$ cat config.mk
export PLATFORM = sky130hd
export DESIGN_NAME = ufm_writer
export DESIGN_NICKNAME = d
export VERILOG_FILES = /design/src/rtl/ufm_writer.sv
export SDC_FILE = /design/constraint.sdc
export NUM_CORES = 1
export LEC_CHECK = 0
export CORE_MARGIN = 1.5
export CORE_UTILIZATION = 50
export CTS_CLUSTER_SIZE = 12
export DETAILED_ROUTE_END_ITERATION = 7
export GPL_TIMING_DRIVEN = 0
export PLACE_DENSITY_LB_ADDON = 0.05
export SYNTH_ARGS = -nofsm -noshare
export SYNTH_HDL_FRONTEND = slang
export SYNTH_SLANG_ARGS = --single-unit
$ cat constraint.sdc
create_clock -name clock -period 4.1 [get_ports clock]
set_input_delay 0.41 -clock clock [delete_from_list [all_inputs] [get_ports clock]]
set_output_delay 0.41 -clock clock [all_outputs]
set_load 0.01 [all_outputs]
$ cat src/rtl/ufm_writer.sv
// Write-side UFM controller: shifts address/data into the altufm serial registers, then
// issues a program or sector-erase strobe and supervises the flash busy handshake.
module ufm_writer #(
  parameter int unsigned AW           = 9,
  parameter int unsigned DW           = 16,
  parameter int unsigned ACK_TIMEOUT  = 16,
  parameter int unsigned BUSY_TIMEOUT = 3_000_000
) (
  input  logic          clock,
  input  logic          reset_n,
  input  logic          start,
  input  logic          erase,
  input  logic [AW-1:0] address,
  input  logic [DW-1:0] data,
  output logic          busy,
  output logic          done,
  output logic          error,
  output logic          ufm_arclk,
  output logic          ufm_arshft,
  output logic          ufm_ardin,
  output logic          ufm_drclk,
  output logic          ufm_drshft,
  output logic          ufm_drdin,
  output logic          ufm_program,
  output logic          ufm_erase,
  input  logic          ufm_busy
);

  localparam int unsigned CW = 22;
  localparam int unsigned NB = (AW > DW) ? AW : DW;
  localparam int unsigned BW = $clog2(NB);

  typedef enum logic [2:0] {
    S_IDLE, S_SH_ADDR, S_SH_DATA, S_STROBE, S_WAIT, S_FIN
  } state_t;

  state_t          r_state, w_state;
  logic [BW-1:0]   r_bit, w_bit;
  logic            r_ph, w_ph;
  logic [CW-1:0]   r_cnt, w_cnt;
  logic            r_erase_op, w_erase_op;
  logic [AW-1:0]   r_asr, w_asr;
  logic [DW-1:0]   r_dsr, w_dsr;
  logic            r_busy, w_busy, r_done, w_done, r_error, w_error;
  logic            r_arclk, w_arclk, r_arshft, w_arshft, r_ardin, w_ardin;
  logic            r_drclk, w_drclk, r_drshft, w_drshft, r_drdin, w_drdin;
  logic            r_prog, w_prog, r_ers, w_ers;

  // Next state plus next value of every registered output.
  always_comb begin
    w_state    = r_state;
    w_bit      = r_bit;
    w_ph       = r_ph;
    w_cnt      = r_cnt;
    w_erase_op = r_erase_op;
    w_asr      = r_asr;
    w_dsr      = r_dsr;
    w_busy     = 1'b1;
    w_done     = 1'b0;
    w_error    = r_error;
    w_arclk    = 1'b0;
    w_arshft   = 1'b0;
    w_ardin    = 1'b0;
    w_drclk    = 1'b0;
    w_drshft   = 1'b0;
    w_drdin    = 1'b0;
    w_prog     = 1'b0;
    w_ers      = 1'b0;
    unique case (r_state)
      S_IDLE: begin
        w_busy = 1'b0;
        if (start) begin
          w_state    = S_SH_ADDR;
          w_busy     = 1'b1;
          w_erase_op = erase;
          w_asr      = address;
          w_dsr      = data;
          w_error    = 1'b0;
          w_bit      = '0;
          w_ph       = 1'b0;
          w_arshft   = 1'b1;
          w_ardin    = address[AW-1];
        end
      end
      S_SH_ADDR: begin
        w_arshft = 1'b1;
        if (!r_ph) begin
          w_ph    = 1'b1;
          w_arclk = 1'b1;
          w_ardin = r_asr[AW-1];
        end else if (r_bit == BW'(AW-1)) begin
          w_arshft = 1'b0;
          w_bit    = '0;
          w_ph     = 1'b0;
          if (r_erase_op) begin
            w_state = S_STROBE;
            w_cnt   = '0;
            w_ers   = 1'b1;
          end else begin
            w_state  = S_SH_DATA;
            w_drshft = 1'b1;
            w_drdin  = r_dsr[DW-1];
          end
        end else begin
          w_bit   = r_bit + BW'(1);
          w_ph    = 1'b0;
          w_asr   = {r_asr[AW-2:0], 1'b0};
          w_ardin = r_asr[AW-2];
        end
      end
      S_SH_DATA: begin
        w_drshft = 1'b1;
        if (!r_ph) begin
          w_ph    = 1'b1;
          w_drclk = 1'b1;
          w_drdin = r_dsr[DW-1];
        end else if (r_bit == BW'(DW-1)) begin
          w_drshft = 1'b0;
          w_bit    = '0;
          w_ph     = 1'b0;
          w_state  = S_STROBE;
          w_cnt    = '0;
          w_prog   = 1'b1;
        end else begin
          w_bit   = r_bit + BW'(1);
          w_ph    = 1'b0;
          w_dsr   = {r_dsr[DW-2:0], 1'b0};
          w_drdin = r_dsr[DW-2];
        end
      end
      S_STROBE: begin
        w_prog = !r_erase_op;
        w_ers  = r_erase_op;
        if (ufm_busy) begin
          w_prog  = 1'b0;
          w_ers   = 1'b0;
          w_state = S_WAIT;
          w_cnt   = '0;
        end else if (r_cnt == CW'(ACK_TIMEOUT - 1)) begin
          w_prog  = 1'b0;
          w_ers   = 1'b0;
          w_error = 1'b1;
          w_done  = 1'b1;
          w_state = S_FIN;
        end else begin
          w_cnt = r_cnt + CW'(1);
        end
      end
      S_WAIT: begin
        if (!ufm_busy) begin
          w_done  = 1'b1;
          w_state = S_FIN;
        end else if (r_cnt == CW'(BUSY_TIMEOUT - 1)) begin
          w_error = 1'b1;
          w_done  = 1'b1;
          w_state = S_FIN;
        end else begin
          w_cnt = r_cnt + CW'(1);
        end
      end
      S_FIN: begin
        w_state = S_IDLE;
        w_busy  = 1'b0;
      end
      default: begin
        w_state = S_IDLE;
        w_busy  = 1'b0;
      end
    endcase
  end

  // Reset abandons any flash operation in flight: strobes and done drop with no completion pulse.
  always_ff @(posedge clock) begin
    if (!reset_n) begin
      r_state    <= S_IDLE;
      r_bit      <= '0;
      r_ph       <= 1'b0;
      r_cnt      <= '0;
      r_erase_op <= 1'b0;
      r_asr      <= '0;
      r_dsr      <= '0;
      r_busy     <= 1'b0;
      r_done     <= 1'b0;
      r_error    <= 1'b0;
      r_arclk    <= 1'b0;
      r_arshft   <= 1'b0;
      r_ardin    <= 1'b0;
      r_drclk    <= 1'b0;
      r_drshft   <= 1'b0;
      r_drdin    <= 1'b0;
      r_prog     <= 1'b0;
      r_ers      <= 1'b0;
    end else begin
      r_state    <= w_state;
      r_bit      <= w_bit;
      r_ph       <= w_ph;
      r_cnt      <= w_cnt;
      r_erase_op <= w_erase_op;
      r_asr      <= w_asr;
      r_dsr      <= w_dsr;
      r_busy     <= w_busy;
      r_done     <= w_done;
      r_error    <= w_error;
      r_arclk    <= w_arclk;
      r_arshft   <= w_arshft;
      r_ardin    <= w_ardin;
      r_drclk    <= w_drclk;
      r_drshft   <= w_drshft;
      r_drdin    <= w_drdin;
      r_prog     <= w_prog;
      r_ers      <= w_ers;
    end
  end

  assign busy        = r_busy;
  assign done        = r_done;
  assign error       = r_error;
  assign ufm_arclk   = r_arclk;
  assign ufm_arshft  = r_arshft;
  assign ufm_ardin   = r_ardin;
  assign ufm_drclk   = r_drclk;
  assign ufm_drshft  = r_drshft;
  assign ufm_drdin   = r_drdin;
  assign ufm_program = r_prog;
  assign ufm_erase   = r_ers;

endmodule

==> results of run 1 <==
## sequential cells by signal (all words and copies together), names as in the netlist, 3 cells and up
name	flops
r_cnt	22
r_dsr	16
r_asr	9
r_bit	4
r_state	3
## cell type report
cell class / instances / area, um^2 / share of cell area, %
inverters: 8 / 30.03 / 0.7412
plain buffers: 29 / 128.9 / 3.181
multi-input cells: 328 / 1887 / 46.57
clock buffers: 10 / 137.6 / 3.397
repair buffers: 40 / 400.4 / 9.883
well taps: 77 / 96.34 / 2.378
flip-flops and latches: 67 / 1341 / 33.11
clock inverters: 5 / 30.03 / 0.7412
## metal layers
| layer | routed length (um) | part of all wire [%] | track usage (%) | up-vias |
|---|---|---|---|---|
| li1 | - | - | - | 1689 |
| met1 | 4328 | 47 | 36.87 | 1612 |
| met4 | 127 | 1.4 | 9.971 | 0 |
| met3 | 673 | 7.3 | 4.377 | 14 |
| met2 | 4097 | 44 | 39.47 | 128 |
| met5 | 0 | 0 | 0 | - |
## worst max-delay path, stage by stage
cell and delay (ps):
clkdlybuf4s50_1 540, nand4bb_1 360, nand2_1 310, o31a_1 180
clkbuf_1 340, nand2_1 310, nor2_1 290, a32o_1 160
## worst min path at each step
stage                     endpoint  slack (ps)  cells past startpoint
after floorplan           r_asr[0]         450                      2
after global placement    r_asr[0]         460                      2
after detailed placement  r_asr[0]         460                      2
after CTS                 r_asr[0]         470                      2
after global routing      r_asr[0]         490                      2
final                     r_asr[0]         470                      2
## logic make-up (layout without fill, tap and decap cells)
family                   count (synthesis)  after routing
AO/OA/AOI/OAI                          104            104
flip-flops                              67             67
XOR/XNOR                                 1              1
AND/OR/NAND/NOR                        218            218
adder cells (fa/ha/maj)                  3              3
buffers and inverters                   37             92
multiplexers                             2              2
## cells in the final DEF, fill, tap and decap left out, types with 2 or more instances in the layout
cell type,Yosys,routed
nor4_1,6,6
o2bb2ai_1,2,2
o2111ai_1,2,2
nand3_1,24,24
and2_1,4,4
and3_1,8,8
or4_1,2,2
mux2_2,2,2
a21oi_1,6,6
buf_6,2,2
a21bo_2,3,3
nand4_1,6,6
ha_1,3,3
clkbuf_1,24,24
clkinvlp_4,0,2
dfxtp_1,67,67
nor2_1,61,61
nor3_1,13,13
clkinv_2,0,3
o211a_1,2,2
clkbuf_8,0,10
o221a_2,4,4
and4_1,2,2
a31oi_1,11,11
a41oi_1,2,2
o21ai_0,19,19
a311oi_1,25,25
o211ai_1,2,2
a41o_1,2,2
inv_1,7,7
a311oi_2,3,3
o21a_1,4,4
a32o_1,2,2
nand2_1,80,80
clkdlybuf4s50_1,0,40
## power by group through the flow
stage	sequential, mW	combinational (mW)	clock [mW]
6_report	0.783	0.473	0.485
5_1_grt	0.793	0.525	0.522
4_1_cts	0.782	0.469	0.490
3_5_place_dp	0.797	0.464	0
3_3_place_gp	0.794	0.458	0
2_1_floorplan	0.788	0.322	0
## metrics by stage
stage | total power, mW | hold WS, ps
after floorplan | 1.110 | 446.4
after global placement | 1.252 | 461.8
after detailed placement | 1.260 | 462.6
after CTS | 1.741 | 472.5
after global routing | 1.840 | 486.5
final | 1.742 | 469.2
==> impl_metrics.toml, run 1 <==
[timing]
hold_viol = 0
slew-limit-headroom_pct = 40.61
final-setup-viol-count = 0
final.setup.worst_slack_ps = 1480
tns_ps = 0
clock_skew_ps = 8.066
period_needed_ps = 2620
worst_slew_pin_slew_ps = 882.7
grt_setup_unrepaired = "false"
fin_crit_sh_pct = 63.91
max_freq_ghz = 0.3816
drv_slew = 0

[detailed_routing]
wl_per_cell_um = 16.36
drt_first_iter_violations = 234
drtPass1Iterations = 7
vias = 3443
post_drt_via_cell_ratio = 6.105
ant_nets = 0
drc = 3
wirelength_mm = 9.226

[worst_setup_path]
startpoint = "ufm_busy"
r2r_slack_ps = 1590
criticalPathCategory = "in2reg"
start_kind = "primary input"
r2r-end = "r_cnt[8]"
path_max_fanout = 9
r2r-start = "r_bit[0]"
arrival_ps = 2920
endpoint = "r_cnt[11]"
required_ps = 4400
end_kind = "register"
ff2ff_path_depth = 11

[floorplan]
rows = 29
dieArea_mm2 = 0.007277
initial_utilization_pct = 52.44
core_area_mm2 = 0.006459
die_y_um = 85.31
die_x_um = 85.31
io_pins = 41

[synth]
synthXorXnorAreaFrac_pct = 0.2586
synth_top_area_share_pct = 39.60
ys_ff_latch = 67
async_reset_ff_share_pct = 0
syn_area_mm2 = 0.003387
ys_seq_area_share_pct = 39.60
yosys-top-cells-count = "80 x nand2_1, 67 x dfxtp_1, 61 x nor2_1"
synth_edf_count = 0
synth_fa_ha_area_share_pct = 1.108
synth_top_family_by_area = "simple AND/OR/NAND/NOR gates"
synth_mux_area_share_pct = 0.6649
synth_compound_area_share_pct = 24.20
netlist-cell-type-count = 63
synth-simple-area-share_pct = 29.48
synthFlopType = "dfxtp_1"
ys_warn_count = 0
synth.area.top_cells = "dfxtp_1 40%, nand2_1 8.9%, nor2_1 6.8%"
synth.most_common_cell = "nand2_1"
syn_inst = 432
yosys.area.top_type = "dfxtp_1"
syn-num-nets = 465
avgSynthCellArea_um2 = 7.840

[pwr]
switching_share_pct = 34.03
powerDensity_mw_per_mm2 = 430.0
power_switching_uw = 592.8
peakVddDrop_mv = 0.2861
pwr-share-comb_pct = 27.2
clkPwrFrac_pct = 27.9
leakage_nw = 1.429
seq_power_share_pct = 45.0
internal-power_mw = 1.149

[grt]
grt_pass1_vias = 3075
grt_pass1_wl_mm = 15.17
grt-ovfl-total = 0
antenna_found_initial = 0
track_usage_pct = 25.94
grt_max_degree = 12

[place]
pre_cts_slack_ps = 1173
dp_hpwl_mm = 6.429
dp.cells = 549
dpl-instance-area_mm2 = 0.003884
io_buffers = 40
gp_congestion = 0.9010

[clock_tree]
worstSkewPairLatency_ps = 350
cts_tree = "yes"
cts_root_buffer = "clkbuf_8"
clk_pin_slew_ps = 70
cts_hold_buf = 0
postCtsSetupRepairBufs = 0
cts_buffer_depth = 2
cts_sinks = 67
cts_resized = 0
cts_made_buffers = 9
htreeDepth = 3

[status]
violations = "design-rule violations"
status = "complete, but fails checks"

[layout]
final_cells = 564
area_delta_synth_final_pct = 19.62
final_cell_area_mm2 = 0.004051
nNetsFinal = 516
drive_gt1_share_pct = 7.392
fill_cells = 613
diodes = 0
fin_util_pct = 62.73

[worst_hold_path]
timing.hold.worst.class = "reg2reg"
hold_start = "r_asr[0]"

[flow_run]
maxCapViolCount = 0
Note: power is estimated with default switching activity, not from simulation.
==> inputs of run 2 (changes only) <==
Clock period 4.1 ns to 2.7 ns, I/O delays scaled along.
==> run 2 against run 1 <==
  * The flow still finishes with violations (design-rule violations)
  * Critical path depth grew 3
  * Total power grew 52%
  * Wire length decreased by 0.16%
  * Sequential power grew 52%
  * Utilization is 0.097 points higher
  * Clock skew barely moved
  * Via count is essentially flat
  * Critical path type is now reg2reg
==> impl_metrics.toml, run 2 (synthesized netlist as in run 1, its figures left out) <==
[clock_tree]
cts_tree = "yes"
clk_pin_slew_ps = 70
cts_sinks = 67
cts_made_buffers = 9
htreeDepth = 3
cts_hold_buf = 0
cts_buffer_depth = 2
cts_root_buffer = "clkbuf_8"
worstSkewPairLatency_ps = 350

[pwr]
power_mw = 2.646
peakVddDrop_mv = 0.4354
leakage_nw = 1.427
powerDensity_mw_per_mm2 = 652.0

[place]
gp_congestion = 0.9010
io_buffers = 40
dp_hpwl_mm = 6.429
pre_cts_slack_ps = -86.89
dpl-instance-area_mm2 = 0.003884

[layout]
final_cell_mix = "80 x nand2_1, 67 x dfxtp_1, 61 x nor2_1"
nNetsFinal = 516
largestRegisters = "r_cnt: 22 flops, r_dsr: 16 flops, r_asr: 9 flops"
final-seq-area_mm2 = 0.001341
area_delta_synth_final_pct = 19.80
fill_cells = 614
multi_input_area_mm2 = 0.001893
largest-register = "r_cnt"
fin_util_pct = 62.82
diodes = 0
final_common_cell = "nand2_1"
drive_gt1_share_pct = 7.392
final_cell_area_mm2 = 0.004058
largest_reg_flops = 22

[timing]
period_needed_ps = 2519
final.setup.worst_slack_ps = 180.6
clock_skew_ps = 8.075
grt_setup_unrepaired = "false"
drv_slew = 0
hold_viol = 0
fin_crit_sh_pct = 93.31
max_freq_ghz = 0.3969
worst_slew_pin_slew_ps = 851.8
slew-limit-headroom_pct = 42.69
hold_slack_ps = 469.2
final-setup-viol-count = 0

[floorplan]
rows = 29
io_pins = 41
die_x_um = 85.31
dieArea_mm2 = 0.007277
initial_utilization_pct = 52.44
core_area_mm2 = 0.006459
die_y_um = 85.31

[grt]
antenna_found_initial = 0
grt_max_degree = 12
track_usage_pct = 25.94
grt_pass1_wl_mm = 15.17
grt-ovfl-total = 0
grt_pass1_vias = 3075

[worst_setup_path]
arrival_ps = 2770
required_ps = 2950
end_kind = "register"
path_max_fanout = 10
criticalPathCategory = "reg2reg"
start_kind = "register"

[flow_run]
maxCapViolCount = 0

[detailed_routing]
drc = 3
post_drt_via_cell_ratio = 6.103
wirelength_mm = 9.211
ant_nets = 0
wl_per_cell_um = 16.33
vias = 3442
drt_first_iter_violations = 222
drtPass1Iterations = 7

[worst_hold_path]
timing.hold.worst.class = "reg2reg"

[status]
status = "complete, but fails checks"
violations = "design-rule violations"
run 2: final cells by class:
class / instances / share of cell area [%]
Multi-Input combinational cell: 328 / 46.65
Sequential cell: 67 / 33.06
Timing Repair Buffer: 40 / 9.867
Clock buffer: 10 / 3.392
Buffer: 29 / 3.176
Tap cell: 77 / 2.374
Clock inverter: 5 / 0.7401
Inverter: 8 / 0.7401
run 2: stage by stage:
step / TNS (ps) / std cells
5_1_grt: 0 / 564
2_1_floorplan: 0 / 432
4_1_cts: 0 / 564
3_3_place_gp: -422.2 / 549
3_5_place_dp: -446.8 / 549
6_report: 0 / 564
run 2: path summary, 6_finish.rpt:
| kind | startpoint | end | slack (ps) | cells after the start |
|---|---|---|---|---|
| worst min register to register | r_asr[0] | r_asr[0] | 470 | 2 |
| worst max register to register | r_bit[0] | r_cnt[8] | 180 | 11 |
| worst max-delay path | r_bit[0] | r_cnt[8] | 180 | 11 |
| worst min-delay path | r_asr[0] | r_asr[0] | 470 | 2 |
run 2: where the power goes:
part / switching (mW) / internal [mW] / total (mW)
Sequential: 0.0786 / 1.11 / 1.19
Combinational: 0.434 / 0.284 / 0.718
Clock: 0.388 / 0.348 / 0.736
run 2: routing by layer:
layer	up-vias	global-route usage (%)	routed length, um
li1	1694	-	-
met1	1618	36.87	4443
met2	116	39.47	4111
met3	14	4.377	529
met4	0	9.971	127
met5	-	0	0
run 2: worst max-delay path: stages, from the launching register on:
cell	delay [ps]
dfxtp_1	350
inv_1	70
ha_1	150
and3b_1	150
clkbuf_1	320
o32ai_1	190
nor3_1	390
and3_1	230
buf_6	130
buf_6	160
nand2_1	60
a31o_1	210
run 2: repair_timing:
item,CTS,global route
buffers inserted,0,0
resized for setup,0,1
endpoints found under the setup margin,0,14
==> inputs of run 3 (changes only) <==
Settings changed: RECOVER_POWER set to 50.
Clock period 2.7 ns to 2.5 ns, I/O delays scaled along.
==> run 3 against run 2 <==
  * Worst setup slack worse by 130 ps
  * Clock power increased by 8.0%
  * Largest power group unchanged
  * Combinational power grew 8.6%
  * Utilization rose by 0.68 points
  * The run still ends with design-rule violations left
  * Global-route usage hardly changed
  * Non-clock buffer count unchanged
  * Wire length is 0.38% higher
  * Sequential share of layout area shrank 0.32 points
==> impl_metrics.toml, run 3 (synthesized netlist as in run 1, its figures left out) <==
[layout]
final_common_cell = "nand2_1"
nNetsFinal = 516
area_delta_synth_final_pct = 21.09
fill_cells = 608
largest-register = "r_cnt"
largest_reg_flops = 22
largestRegisters = "r_cnt: 22 flops, r_dsr: 16 flops, r_asr: 9 flops"
drive_gt1_share_pct = 9.240
final_cells = 564
final_cell_mix = "79 x nand2_1, 66 x dfxtp_1, 61 x nor2_1"
diodes = 0

[grt]
grt_pass1_wl_mm = 15.15
antenna_found_initial = 0
grt_pass1_vias = 3074
grt-ovfl-total = 0
grt_max_degree = 12
track_usage_pct = 25.92

[timing]
final-setup-viol-count = 0
fin_crit_sh_pct = 97.99
drv_slew = 0
clock_skew_ps = 8.899
slew-limit-headroom_pct = 43.70
worst_slew_pin_slew_ps = 836.8
max_freq_ghz = 0.4082
period_needed_ps = 2450
grt_setup_unrepaired = "true"
hold_viol = 0
final.setup.worst_slack_ps = 50.28

[place]
dp_hpwl_mm = 6.429
dp.cells = 549
pre_cts_slack_ps = -266.9
gp_congestion = 0.9010
io_buffers = 40

[worst_setup_path]
criticalPathCategory = "in2reg"
required_ps = 2800
end_kind = "register"
path_max_fanout = 9
arrival_ps = 2750
cp_cell_sequence = "clkdlybuf4s50_1 > nand4bb_1 > nand2_1 > o31a_1 > clkbuf_1 > nand2_2 > nor2_1 > a32o_1"
crit_path_top_delay_cell = "clkdlybuf4s50_1"
critPathMaxStageDelay_ps = 550
crit_buf_inv = 2
start_kind = "primary input"
critPathTopFamily = "simple AND/OR/NAND/NOR gates"

[detailed_routing]
drc = 3
drtPass1Iterations = 6
vias = 3457
post_drt_via_cell_ratio = 6.129
ant_nets = 0
drt_first_iter_violations = 208
wl_per_cell_um = 16.39
wirelength_mm = 9.246

[clock_tree]
cts_sinks = 67
worstSkewPairLatency_ps = 350
cts_made_buffers = 9
htreeDepth = 3
cts_hold_buf = 0
cts_buffer_depth = 2
clk_pin_slew_ps = 80
cts_root_buffer = "clkbuf_8"
cts_tree = "yes"

[flow_run]
maxCapViolCount = 0

[floorplan]
dieArea_mm2 = 0.007277
initial_utilization_pct = 52.44
io_pins = 41
die_x_um = 85.31
die_y_um = 85.31
core_area_mm2 = 0.006459
rows = 29

[status]
violations = "design-rule violations"
status = "complete, but fails checks"

[worst_hold_path]
timing.hold.worst.class = "in2reg"

[pwr]
leakage_nw = 1.480
peakVddDrop_mv = 0.4735
powerDensity_mw_per_mm2 = 697.6
## run 3: cell count changes in the layout (fill, tap and decap cells not counted), sizes merged
cell | previous run | this run
buf | 5 | 6
clkdlybuf4s50 | 40 | 29
dlygate4sd3 | 0 | 11
clkbuf | 34 | 33
## run 3: worst register-to-register path: cells and delay by family (launching register included)
| family | cells | cell delay, ps |
|---|---|---|
| flops | 1 | 330 |
| buf+inv | 3 | 410 |
| simple gates | 3 | 1120 |
| compound gates | 3 | 540 |
## run 3: per-layer routing
layer	vias up	wire length (um)	GRT usage, %
met2	128	4179	39.47
li1	1692	-	-
met3	12	654	4.377
met5	-	0	0
met1	1625	4294	36.81
met4	0	117	9.971
## run 3: stage by stage
step / setup TNS, ps / hold slack [ps] / instance area (um^2) / util [%] / total power, mW
after global routing: -105.9 / 481.3 / 4101 / 63.50 / 3.024
after detailed placement: -2192 / 462.6 / 3884 / 60.13 / 2.067
after floorplan: 0 / 397.5 / 3387 / - / 1.821
after global placement: -2183 / 461.8 / 3884 / 60.13 / 2.053
final: 0 / 465.1 / 4101 / 63.50 / 2.861
after CTS: 0 / 458.4 / 4058 / 62.82 / 2.858
## run 3: what timing repair did
action                                  CTS  global route
gates resized for setup                   1            15
gates cloned                              0             0
buffers inserted                          0             1
pin swaps                                 0             1
endpoints found under the setup margin    1            39
## run 3: final cells by class
type,instances,area (um^2),area share (%)
well taps,77,96.34,2.349
clock inverters,5,30.03,0.7322
multi-input cells,328,1923,46.89
clock buffers,10,137.6,3.356
inverters,8,30.03,0.7322
repair buffers,41,407.9,9.945
flip-flops and latches,67,1343,32.73
plain buffers,28,133.9,3.264
## run 3: final timing paths
check	from	to	slack, ps	cells after the start
min reg2reg	r_asr[0]	r_asr[0]	470	2
max reg2reg	r_state[2]	r_cnt[17]	60	9
min	address[1]	r_asr[1]	470	3
max	ufm_busy	r_cnt[11]	50	8
## run 3: where the power goes
group          switching, mW  leakage [nW]  total [mW]  internal (mW)
clock                  0.420        0.0839       0.795          0.375
sequential            0.0826         0.548        1.29           1.20
combinational          0.472         0.848       0.780          0.308
total                  0.975          1.48        2.86           1.89
